--- config.mk ---
export PLATFORM = sky130hd
export DESIGN_NAME = pipeline_hazard_ctrl_flat
export DESIGN_NICKNAME = d
export VERILOG_FILES = /design/src/rtl/pipeline_hazard_ctrl_pkg.sv /design/src/rtl/pipeline_hazard_ctrl_if.sv /design/src/rtl/pipeline_hazard_ctrl_scoreboard.sv /design/src/rtl/pipeline_hazard_ctrl.sv /design/src/flat_wrapper.sv
export SDC_FILE = /design/constraint.sdc
export NUM_CORES = 1
export LEC_CHECK = 0
export BUFFER_PORTS_ARGS = -buffer_cell sky130_fd_sc_hd__buf_2
export CAP_MARGIN = 30
export CORE_AREA = 2 2 75 77
export DETAILED_ROUTE_END_ITERATION = 6
export DIE_AREA = 0 0 77 79
export PLACE_DENSITY = 0.72
export SLEW_MARGIN = 30
export SYNTH_ARGS = -nofsm -noshare
export SYNTH_HDL_FRONTEND = slang
export SYNTH_HIERARCHICAL = 1
export SYNTH_SLANG_ARGS = --single-unit
--- constraint.sdc ---
create_clock -name clk -period 3.5 [get_ports clk]
set_input_delay 1.05 -clock clk [delete_from_list [all_inputs] [get_ports clk]]
set_output_delay 1.05 -clock clk [all_outputs]
set_load 0.05 [all_outputs]
--- src/rtl/pipeline_hazard_ctrl_pkg.sv ---
//==============================================================================
// Module      : pipeline_hazard_ctrl_pkg
// Description : Shared types and constants for the ID-stage hazard controller.
// Revision    : 1.0 - initial release
//==============================================================================
`default_nettype none

package pipeline_hazard_ctrl_pkg;

    localparam int c_reg_w          = 4;
    localparam int c_pipe_depth_def = 3;

    typedef logic [c_reg_w-1:0] reg_idx_t;

    typedef enum logic [1:0] {
        ST_RUN   = 2'd0,
        ST_FLUSH = 2'd1,
        ST_MWAIT = 2'd2
    } ctrl_state_t;

    typedef struct packed {
        logic     valid;
        reg_idx_t dest;
        logic     is_load;
    } sb_entry_t;

    localparam sb_entry_t c_sb_empty = '{valid: 1'b0, dest: '0, is_load: 1'b0};

    function automatic logic sb_hit(input sb_entry_t entry, input reg_idx_t src);
        return entry.valid && (entry.dest == src);
    endfunction

endpackage

`default_nettype wire

--- src/rtl/pipeline_hazard_ctrl_if.sv ---
//==============================================================================
// Module      : pipeline_hazard_ctrl_if
// Description : ID-stage operand/event inputs and pipeline control outputs.
// Revision    : 1.0 - initial release
//==============================================================================
`default_nettype none

interface pipeline_hazard_ctrl_if
    import pipeline_hazard_ctrl_pkg::*;
#(
    parameter int CNT_W = 16
);
    reg_idx_t         id_rn;
    reg_idx_t         id_rdm;
    logic             id_two_src;
    logic             id_wb_en;
    reg_idx_t         id_dest;
    logic             id_mem_read;
    logic             ex_br_taken;
    logic             mem_busy;
    logic             hazard;
    logic             freeze_if;
    logic             flush;
    logic             freeze_all;
    logic [CNT_W-1:0] stall_cnt;

    // Pipeline side: presents the ID instruction and events, obeys controls.
    modport master (
        output id_rn, id_rdm, id_two_src, id_wb_en, id_dest, id_mem_read,
        output ex_br_taken, mem_busy,
        input  hazard, freeze_if, flush, freeze_all, stall_cnt
    );

    // Controller side.
    modport slave (
        input  id_rn, id_rdm, id_two_src, id_wb_en, id_dest, id_mem_read,
        input  ex_br_taken, mem_busy,
        output hazard, freeze_if, flush, freeze_all, stall_cnt
    );

endinterface

`default_nettype wire

--- src/rtl/pipeline_hazard_ctrl_scoreboard.sv ---
//==============================================================================
// Module      : pipeline_hazard_ctrl_scoreboard
// Description : Shift register of in-flight register writes plus source match.
//               FORWARDING_EN: only a load in slot 0 can raise raw hazard.
// Revision    : 1.0 - initial release
//==============================================================================
`default_nettype none

module pipeline_hazard_ctrl_scoreboard
    import pipeline_hazard_ctrl_pkg::*;
#(
    parameter int PIPE_DEPTH = c_pipe_depth_def
) (
    input  logic     clk,
    input  logic     rst,
    input  reg_idx_t i_id_rn,
    input  reg_idx_t i_id_rdm,
    input  logic     i_id_two_src,
    input  logic     i_id_wb_en,
    input  reg_idx_t i_id_dest,
    input  logic     i_id_mem_read,
    input  logic     i_hold,
    input  logic     i_kill,
    output logic     o_raw_hazard
);

    sb_entry_t r_slot [PIPE_DEPTH];
    sb_entry_t w_new_entry;

    // A bubbled or flushed ID instruction never reaches writeback.
    always_comb begin
        w_new_entry         = c_sb_empty;
        w_new_entry.valid   = i_id_wb_en & ~i_kill;
        w_new_entry.dest    = i_id_dest;
        w_new_entry.is_load = i_id_mem_read;
    end

    always_ff @(posedge clk) begin
        if (!rst) begin
            for (int i = 0; i < PIPE_DEPTH; i++) begin
                r_slot[i] <= c_sb_empty;
            end
        end else if (!i_hold) begin
            r_slot[0] <= w_new_entry;
            for (int i = 1; i < PIPE_DEPTH; i++) begin
                r_slot[i] <= r_slot[i-1];
            end
        end
    end

`ifdef FORWARDING_EN
    // ALU results are forwarded; only a load one stage ahead needs a bubble.
    always_comb begin
        o_raw_hazard = 1'b0;
        if (r_slot[0].is_load) begin
            o_raw_hazard = sb_hit(r_slot[0], i_id_rn) ||
                           (i_id_two_src && sb_hit(r_slot[0], i_id_rdm));
        end
    end
`else
    always_comb begin
        o_raw_hazard = 1'b0;
        for (int i = 0; i < PIPE_DEPTH; i++) begin
            if (sb_hit(r_slot[i], i_id_rn) ||
                (i_id_two_src && sb_hit(r_slot[i], i_id_rdm))) begin
                o_raw_hazard = 1'b1;
            end
        end
    end
`endif

endmodule

`default_nettype wire

--- src/rtl/pipeline_hazard_ctrl.sv ---
//==============================================================================
// Module      : pipeline_hazard_ctrl
// Description : ID-stage sequencer: hazard bubbles, branch flush, memory freeze.
//               FORWARDING_EN restricts hazards to load-use.
// Revision    : 1.0 - initial release
//==============================================================================
`default_nettype none

module pipeline_hazard_ctrl
    import pipeline_hazard_ctrl_pkg::*;
#(
    parameter int PIPE_DEPTH = c_pipe_depth_def,
    parameter int FLUSH_CYC  = 1,
    parameter int CNT_W      = 16
) (
    input  logic                   clk,
    input  logic                   rst,
    pipeline_hazard_ctrl_if.slave  ctl
);

    localparam logic [1:0] c_flush_load = 2'(FLUSH_CYC - 1);

    ctrl_state_t      r_state;
    ctrl_state_t      r_ret_state;
    logic [1:0]       r_fcnt;
    logic [CNT_W-1:0] r_stall_cnt;

    ctrl_state_t      w_state_nxt;
    ctrl_state_t      w_ret_nxt;
    ctrl_state_t      w_eff_state;
    logic [1:0]       w_fcnt_nxt;
    logic             w_flush;
    logic             w_freeze_all;
    logic             w_raw_hazard;
    logic             w_hazard;

    pipeline_hazard_ctrl_scoreboard #(
        .PIPE_DEPTH (PIPE_DEPTH)
    ) u_scoreboard (
        .clk           (clk),
        .rst           (rst),
        .i_id_rn       (ctl.id_rn),
        .i_id_rdm      (ctl.id_rdm),
        .i_id_two_src  (ctl.id_two_src),
        .i_id_wb_en    (ctl.id_wb_en),
        .i_id_dest     (ctl.id_dest),
        .i_id_mem_read (ctl.id_mem_read),
        .i_hold        (w_freeze_all),
        .i_kill        (w_hazard | w_flush),
        .o_raw_hazard  (w_raw_hazard)
    );

    always_ff @(posedge clk) begin
        if (!rst) begin
            r_state     <= ST_RUN;
            r_ret_state <= ST_RUN;
            r_fcnt      <= 2'd0;
        end else begin
            r_state     <= w_state_nxt;
            r_ret_state <= w_ret_nxt;
            r_fcnt      <= w_fcnt_nxt;
        end
    end

    // MWAIT behaves as the state it interrupted as soon as mem_busy drops, so
    // the freeze lasts exactly as long as mem_busy and a held branch re-presents.
    always_comb begin
        w_eff_state  = (r_state == ST_MWAIT) ? r_ret_state : r_state;
        w_state_nxt  = w_eff_state;
        w_ret_nxt    = r_ret_state;
        w_fcnt_nxt   = r_fcnt;
        w_flush      = 1'b0;
        w_freeze_all = 1'b0;
        if (ctl.mem_busy) begin
            w_freeze_all = 1'b1;
            w_state_nxt  = ST_MWAIT;
            w_ret_nxt    = w_eff_state;
        end else begin
            case (w_eff_state)
                ST_FLUSH: begin
                    w_flush    = 1'b1;
                    w_fcnt_nxt = r_fcnt - 2'd1;
                    if (w_fcnt_nxt == 2'd0) begin
                        w_state_nxt = ST_RUN;
                    end
                end
                default: begin
                    // Branch cycle is the first flush cycle; FLUSH covers the rest.
                    if (ctl.ex_br_taken) begin
                        w_flush     = 1'b1;
                        w_fcnt_nxt  = c_flush_load;
                        w_state_nxt = (c_flush_load == 2'd0) ? ST_RUN : ST_FLUSH;
                    end
                end
            endcase
        end
    end

    assign w_hazard = rst & w_raw_hazard & ~w_flush & ~w_freeze_all;

    always_ff @(posedge clk) begin
        if (!rst) begin
            r_stall_cnt <= '0;
        end else if (w_hazard && (r_stall_cnt != '1)) begin
            r_stall_cnt <= r_stall_cnt + CNT_W'(1);
        end
    end

    // Every output reads zero while reset is held, whatever the inputs do.
    assign ctl.hazard     = w_hazard;
    assign ctl.flush      = rst & w_flush;
    assign ctl.freeze_all = rst & w_freeze_all;
    assign ctl.freeze_if  = w_hazard | (rst & w_freeze_all);
    assign ctl.stall_cnt  = rst ? r_stall_cnt : '0;

endmodule

`default_nettype wire

--- src/flat_wrapper.sv ---
// flat-port wrapper written by rule: the top's interface ports become plain ports
module pipeline_hazard_ctrl_flat import pipeline_hazard_ctrl_pkg::*;
#(
    parameter int PIPE_DEPTH = c_pipe_depth_def,
    parameter int FLUSH_CYC  = 1,
    parameter int CNT_W      = 16
)
  (clk, rst, ctl_id_rn, ctl_id_rdm, ctl_id_two_src, ctl_id_wb_en, ctl_id_dest, ctl_id_mem_read, ctl_ex_br_taken, ctl_mem_busy, ctl_hazard, ctl_freeze_if, ctl_flush, ctl_freeze_all, ctl_stall_cnt);
  pipeline_hazard_ctrl_if #(.CNT_W(CNT_W)) ctl_i ();
  input  logic clk;
  input  logic rst;
  input wire logic [$bits(ctl_i.id_rn)-1:0] ctl_id_rn;
  input wire logic [$bits(ctl_i.id_rdm)-1:0] ctl_id_rdm;
  input wire logic [$bits(ctl_i.id_two_src)-1:0] ctl_id_two_src;
  input wire logic [$bits(ctl_i.id_wb_en)-1:0] ctl_id_wb_en;
  input wire logic [$bits(ctl_i.id_dest)-1:0] ctl_id_dest;
  input wire logic [$bits(ctl_i.id_mem_read)-1:0] ctl_id_mem_read;
  input wire logic [$bits(ctl_i.ex_br_taken)-1:0] ctl_ex_br_taken;
  input wire logic [$bits(ctl_i.mem_busy)-1:0] ctl_mem_busy;
  output wire logic [$bits(ctl_i.hazard)-1:0] ctl_hazard;
  output wire logic [$bits(ctl_i.freeze_if)-1:0] ctl_freeze_if;
  output wire logic [$bits(ctl_i.flush)-1:0] ctl_flush;
  output wire logic [$bits(ctl_i.freeze_all)-1:0] ctl_freeze_all;
  output wire logic [$bits(ctl_i.stall_cnt)-1:0] ctl_stall_cnt;
  assign ctl_i.id_rn = ctl_id_rn;
  assign ctl_i.id_rdm = ctl_id_rdm;
  assign ctl_i.id_two_src = ctl_id_two_src;
  assign ctl_i.id_wb_en = ctl_id_wb_en;
  assign ctl_i.id_dest = ctl_id_dest;
  assign ctl_i.id_mem_read = ctl_id_mem_read;
  assign ctl_i.ex_br_taken = ctl_ex_br_taken;
  assign ctl_i.mem_busy = ctl_mem_busy;
  assign ctl_hazard = ctl_i.hazard;
  assign ctl_freeze_if = ctl_i.freeze_if;
  assign ctl_flush = ctl_i.flush;
  assign ctl_freeze_all = ctl_i.freeze_all;
  assign ctl_stall_cnt = ctl_i.stall_cnt;
  pipeline_hazard_ctrl #(.PIPE_DEPTH(PIPE_DEPTH), .FLUSH_CYC(FLUSH_CYC), .CNT_W(CNT_W)) u_core (.clk(clk), .rst(rst), .ctl(ctl_i));
endmodule
Word-level counts from Yosys, hierarchy flattened
Memory sizes are Yosys's and may differ from the RTL's.
Index checks and enable logic that the tools add are counted.
{"block": "word_totals", "regBits": 22, "mem_bits_rw": 18, "in_bits": 19, "output_inout_bits": 20, "memories": 1}
{"name": "u_core.u_scoreboard.r_slot", "depth": 3, "width": 6, "rd": 3, "rd_ports_with_merged_regs": 0, "write_ports": 3, "line": "pipeline_hazard_ctrl_scoreboard.sv:27", "source": "sb_entry_t r_slot [PIPE_DEPTH];"}
{"block": "classes", "add_sub_neg": 2, "eq_ne": 9, "mux": 22, "n_bitwise": 16, "reduce_logical": 17}
{"op": "$eq A4 B4 Y1", "n": 6}
{"op": "$mux W6", "n": 3}
{"op": "$add A16 B1 Y16 const B", "n": 1}
{"op": "$mux W16", "n": 1}
{"op": "$ne A16 B16 Y1 const B", "n": 1}
{"op": "$mux W2", "n": 7}
{"op": "$mux W1", "n": 11}
{"op": "$logic_and A1 B1 Y1", "n": 10}
{"op": "$and A1 B1 Y1", "n": 6}
{"op": "$not A1 Y1", "n": 5}
{"op": "$or A1 B1 Y1", "n": 5}
{"op": "$logic_or A1 B1 Y1", "n": 3}
{"op": "$eq A2 B1 Y1 const B", "n": 1}
{"op": "$eq A2 B2 Y1 const B", "n": 1}
{"op": "$logic_not A2 Y1", "n": 1}
{"op": "$reduce_and A2 Y1", "n": 1}
{"op": "$reduce_bool A2 Y1", "n": 1}
{"op": "$reduce_or A2 Y1", "n": 1}
{"op": "$sub A2 B1 Y2 const B", "n": 1}

Depth between registers and ports, before layout
{"block": "logic_depth", "ltp_word": 14, "ltp_mapped": 10}

Modules after synthesis
The synthesis kept the hierarchy.
{"module": "pipeline_hazard_ctrl", "n_inst": 1, "cells_each": 151, "area_each_um2": 1263.7}
{"module": "pipeline_hazard_ctrl_scoreboard", "n_inst": 1, "cells_each": 73, "area_each_um2": 849.6}

Least setup slack after synthesis
OpenSTA, ideal clock, no wires.
{"block": "synth_path", "path_kind": "input to output", "startpoint": "input port ctl_id_rn[2]", "endpoint": "output port ctl_freeze_if", "arrival_ns": 2.555, "t_required_ns": 2.450, "setup_slack_ns": -0.105, "cell_stages": 8, "cell_sequence": "xor2_1 nor4_1 o21ai_0 nand3_1 and3b_1 nand4_4 inv_2 or2_2"}
{"block": "synth_via", "elab_chain_cells": 10}
{"item": "start: declaration", "line": "flat_wrapper.sv:12", "source": "input wire logic [$bits(ctl_i.id_rn)-1:0] ctl_id_rn;"}
{"item": "$eq A4 B4 Y1", "line": "pipeline_hazard_ctrl_pkg.sv:30", "source": "return entry.valid && (entry.dest == src);"}
{"item": "$logic_and A1 B1 Y1", "line": "pipeline_hazard_ctrl_pkg.sv:30"}
{"item": "$logic_or A1 B1 Y1", "line": "pipeline_hazard_ctrl_scoreboard.sv:64", "source": "if (sb_hit(r_slot[i], i_id_rn) ||"}
{"item": "$mux W1 (2 in a row)", "line": "pipeline_hazard_ctrl_scoreboard.sv:64"}
{"item": "$mux W1 *", "line": "pipeline_hazard_ctrl_scoreboard.sv:64"}
{"item": "via u_core.w_raw_hazard", "line": "pipeline_hazard_ctrl.sv:34", "source": "logic w_raw_hazard;"}
{"item": "$and A1 B1 Y1 * (3 in a row)", "line": "pipeline_hazard_ctrl.sv:99", "source": "assign w_hazard = rst & w_raw_hazard & ~w_flush & ~w_freeze_all;"}
{"item": "via ctl_hazard", "line": "flat_wrapper.sv:20", "source": "output wire logic [$bits(ctl_i.hazard)-1:0] ctl_hazard;"}
{"item": "$or A1 B1 Y1 *", "line": "pipeline_hazard_ctrl.sv:113", "source": "assign ctl.freeze_if = w_hazard | (rst & w_freeze_all);"}
{"item": "end: declaration", "line": "flat_wrapper.sv:21", "source": "output wire logic [$bits(ctl_i.freeze_if)-1:0] ctl_freeze_if;"}
Mark *: on every way through the listed nets, which the timed path passes. The rest lies on a longest branch.

Final worst setup path
{"block": "layout_path", "startpoint": "input port ctl_id_rdm[0]", "endpoint": "output port ctl_freeze_if"}
{"block": "layout_via", "elab_chain_cells": 11}
{"item": "start: declaration", "line": "flat_wrapper.sv:13", "source": "input wire logic [$bits(ctl_i.id_rdm)-1:0] ctl_id_rdm;"}
{"item": "$eq A4 B4 Y1", "line": "pipeline_hazard_ctrl_pkg.sv:30"}
{"item": "$logic_and A1 B1 Y1", "line": "pipeline_hazard_ctrl_pkg.sv:30"}
{"item": "$logic_and A1 B1 Y1", "line": "pipeline_hazard_ctrl_scoreboard.sv:65", "source": "(i_id_two_src && sb_hit(r_slot[i], i_id_rdm))) begin"}
{"item": "$logic_or A1 B1 Y1", "line": "pipeline_hazard_ctrl_scoreboard.sv:64"}
{"item": "$mux W1 (2 in a row)", "line": "pipeline_hazard_ctrl_scoreboard.sv:64"}
{"item": "$mux W1 *", "line": "pipeline_hazard_ctrl_scoreboard.sv:64"}
{"item": "via u_core.w_raw_hazard", "line": "pipeline_hazard_ctrl.sv:34"}
{"item": "$and A1 B1 Y1 * (3 in a row)", "line": "pipeline_hazard_ctrl.sv:99"}
{"item": "$or A1 B1 Y1 *", "line": "pipeline_hazard_ctrl.sv:113"}
Marked as above.

==> reports/qor.csv <==
stage,metric,value,unit
status,status,"finished, violations left",
status,failing checks,setup timing,
timing,Slew HR,53.4,%
routing,DR iter-0 viols,82,
min_path,Min-Delay Path Class,reg2reg,
timing,Final Max Slew Viols,0,
min_path,Hold Crit Depth,2,
clocking,CTS max path bufs,2,
critical_path,worst path required time,2.45,ns
timing,fin worst setup slack,-0.0716,ns
clocking,Num CTS Buffers,5,
die,Initial Util,39.6,%
global_route,first-pass GRT wire length,7.84,mm
logic_synthesis,Cell variety after synth,41,
routing,post-route ant nets,0,
routing,DRC Markers,0,
logic_synthesis,top post-synthesis cells by area,"edfxtp_1 21%, dfxtp_1 21%, and2_1 8.3%",
power_and_ir_drop,power per cell area,349,mW/mm²
layout,layout cells sized above 1,32.9,%
placed_design,IO buf count,37,
placed_design,Final HPWL DP,3.26,mm
critical_path,Worst setup EP type,primary output,
die,Die Y,79,µm
logic_synthesis,Synth top area share,21.3,%
clocking,H-tree depth,2,
layout,post-layout util,52.1,%
power_and_ir_drop,P_leak,1.20,nW
global_route,global route overflow,0,
die,row count,27,
routing,via count,1873,
die,# IOs,39,
routing,first-pass iteration count of the detailed router,4,
logic_synthesis,Syn Nets,245,
logic_synthesis,Commonest cells post-synth,"28 x and2_1, 22 x dfxtp_1, 18 x nor2_1, 17 x xor2_1, 15 x edfxtp_1",
critical_path,Worst Setup Start Kind,primary input,
timing,Final Critical Period,3.57,ns
timing,"Hold Violations, Final",0,
routing,Via density,5.28,
power_and_ir_drop,worst vdd ir,0.198,mV
critical_path,crit path max fanout,3,
logic_synthesis,"count leader, synth",and2_1,
die,Chip Width,77,µm
global_route,overall global routing resource usage,16.2,%
logic_synthesis,#FFs+latches synth,37,
logic_synthesis,share of flip-flops with an asynchronous set or reset,0,%
placed_design,gpl congestion,0.824,
clocking,Worst-path clk slew,0.07,ns
critical_path,Critical-path top delay cell,and3b_2,
global_route,initial antenna violation count,0,
logic_synthesis,Mean Syn Cell Area,9.43,µm²
clocking,Hold Buf Count CTS,0,
layout,Antenna Cells,0,
clocking,worst-skew pair later-pin latency,0.29,ns
global_route,largest net degree at the start of global routing,17,
critical_path,CP Cell Sequence,buf_4 > xor2_1 > nor4_2 > o21ai_1 > nand3_1 > and3b_2 > nand4_4 > inv_4 > or2_4 > buf_8,
timing,Max Freq,280,MHz
critical_path,R2R cell count,21,
routing,final WL,4.92,mm
clocking,Root Buffer,clkbuf_8,
clocking,clk sink count,37,
timing,Setup-failing EPs final,2,
layout,Layout area overhead,31.6,%
critical_path,slowest cell delay on critical path,0.26,ns
timing,RSZ-0062 raised after global routing,true,
logic_synthesis,post-synth top area cell,edfxtp_1,
timing,skew final,0.00546,ns
run,Max Cap Violations,0,
critical_path,WS Path Type,in2out,
clocking,CTS tree,built,
logic_synthesis,Post-synth EDFFs,15,
logic_synthesis,yosys warns,6,
timing,Fin Hold WS,0.481,ns
die,Die Area,0.00608,mm²
logic_synthesis,synthesized area,0.00211,mm²
critical_path,R2R setup slack,0.41,ns
critical_path,Worst EP arrival,2.52,ns
logic_synthesis,Post-synth top flop,dfxtp_1,
routing,WL per Instance,13.9,µm
logic_synthesis,Syn Inst Count,224,
layout,"Net count, final",303,
logic_synthesis,"Seq/Total Area, Yosys",42.2,%
timing,total negative slack,-0.0770,ns
die,core area,0.00534,mm²
timing,Final period util,102,%
global_route,vias in the first global route,1763,
timing,slew of the pin with the lowest slew margin,0.694,ns
==> worst paths after layout <==
path / start / end
setup / recovery: ctl_id_rdm[0] / ctl_freeze_if
hold / removal: u_core/r_fcnt[1] / u_core/r_fcnt[1]
setup reg to reg: u_core/u_scoreboard/r_slot[0][9] / u_core/u_scoreboard/r_slot[0][5]
hold reg to reg: u_core/r_fcnt[1] / u_core/r_fcnt[1]
==> flip-flops by register name, indices dropped and copies added, names as in the netlist <==
| signal | count |
|---|---|
| u_core/r_ret_state | 2 |
| u_core/u_scoreboard/r_slot | 15 |
| u_core/r_fcnt | 2 |
| u_core/r_state | 2 |
| u_core/r_stall_cnt | 16 |
==> placed cells by master, fill, tap and decap left out, drive strengths merged, types with 6 or more instances in the layout <==
| master | Yosys | layout |
|---|---|---|
| and2 | 28 | 28 |
| nand2 | 10 | 10 |
| mux2 | 11 | 11 |
| nor2 | 18 | 18 |
| o21ai | 6 | 6 |
| xor2 | 17 | 17 |
| edfxtp | 15 | 15 |
| a21oi | 12 | 12 |
| nand4 | 9 | 9 |
| buf | 2 | 58 |
| nand3 | 8 | 8 |
| nor4 | 10 | 10 |
| inv | 10 | 10 |
| dfxtp | 22 | 22 |
| nor3 | 8 | 8 |
==> layout make-up <==
type / instances / area (µm²)
clock inverter: 3 / 41.3
sequential: 37 / 891
clock buffer: 5 / 68.8
tap: 72 / 90.1
inverter: 11 / 46.3
fill: 516 / 2560
multi-input combinational: 169 / 1230
timing repair buffer: 58 / 414
==> cells by family (layout without fill, tap and decap cells) <==
group,after synthesis,in the layout,share of synthesized area [%]
flip-flops,37,37,42.2
adder cells (fa/ha/maj),2,2,1.18
AND/OR/NAND/NOR,109,109,30.9
AO/OA/AOI/OAI,25,25,6.81
XOR/XNOR,21,21,8.70
multiplexers,12,12,6.33
buffers and inverters,18,77,3.91
==> stage by stage <==
step | setup slack [ns] | total power [mW] | instance area, µm² | cells
after floorplan | 0.0434 | 0.537 | 2120 | 224
after global placement | -0.184 | 0.569 | 2400 | 333
after detailed placement | -0.187 | 0.573 | 2400 | 333
final | -0.0716 | 0.970 | 2780 | 355
after global routing | -0.136 | 1.01 | 2780 | 355
after CTS | 0.000458 | 0.969 | 2700 | 355
==> timing repair <==
| action | 4_1_cts | 5_1_grt |
|---|---|---|
| resized for setup | 21 | 18 |
| cloned | 0 | 0 |
| buffers inserted | 14 | 1 |
| setup endpoints to repair | 2 | 3 |
| pin swaps | 15 | 10 |
==> per-layer routing <==
layer | GRT usage, % | up-vias | share of wire (%)
li1 | - | 912 | -
met1 | 18.9 | 893 | 42
met3 | 3.30 | 9 | 5.1
met4 | 7.14 | 0 | 1.7
met2 | 29.0 | 59 | 51
met5 | 0 | - | 0
==> power breakdown <==
group	switching [mW]	internal (mW)
logic	0.0623	0.0649
registers	0.0140	0.462
clock network	0.157	0.210
total	0.233	0.737
==> worst max-delay path, delay by kind of cell <==
family | cells | cell delay [ns]
and+or+nand+nor | 5 | 0.79
buffers and inverters | 3 | 0.32
xor gates and xnor gates | 1 | 0.22
AOI/OAI and AO/OA | 1 | 0.13
No activity file was read; power rests on OpenSTA's default activity.
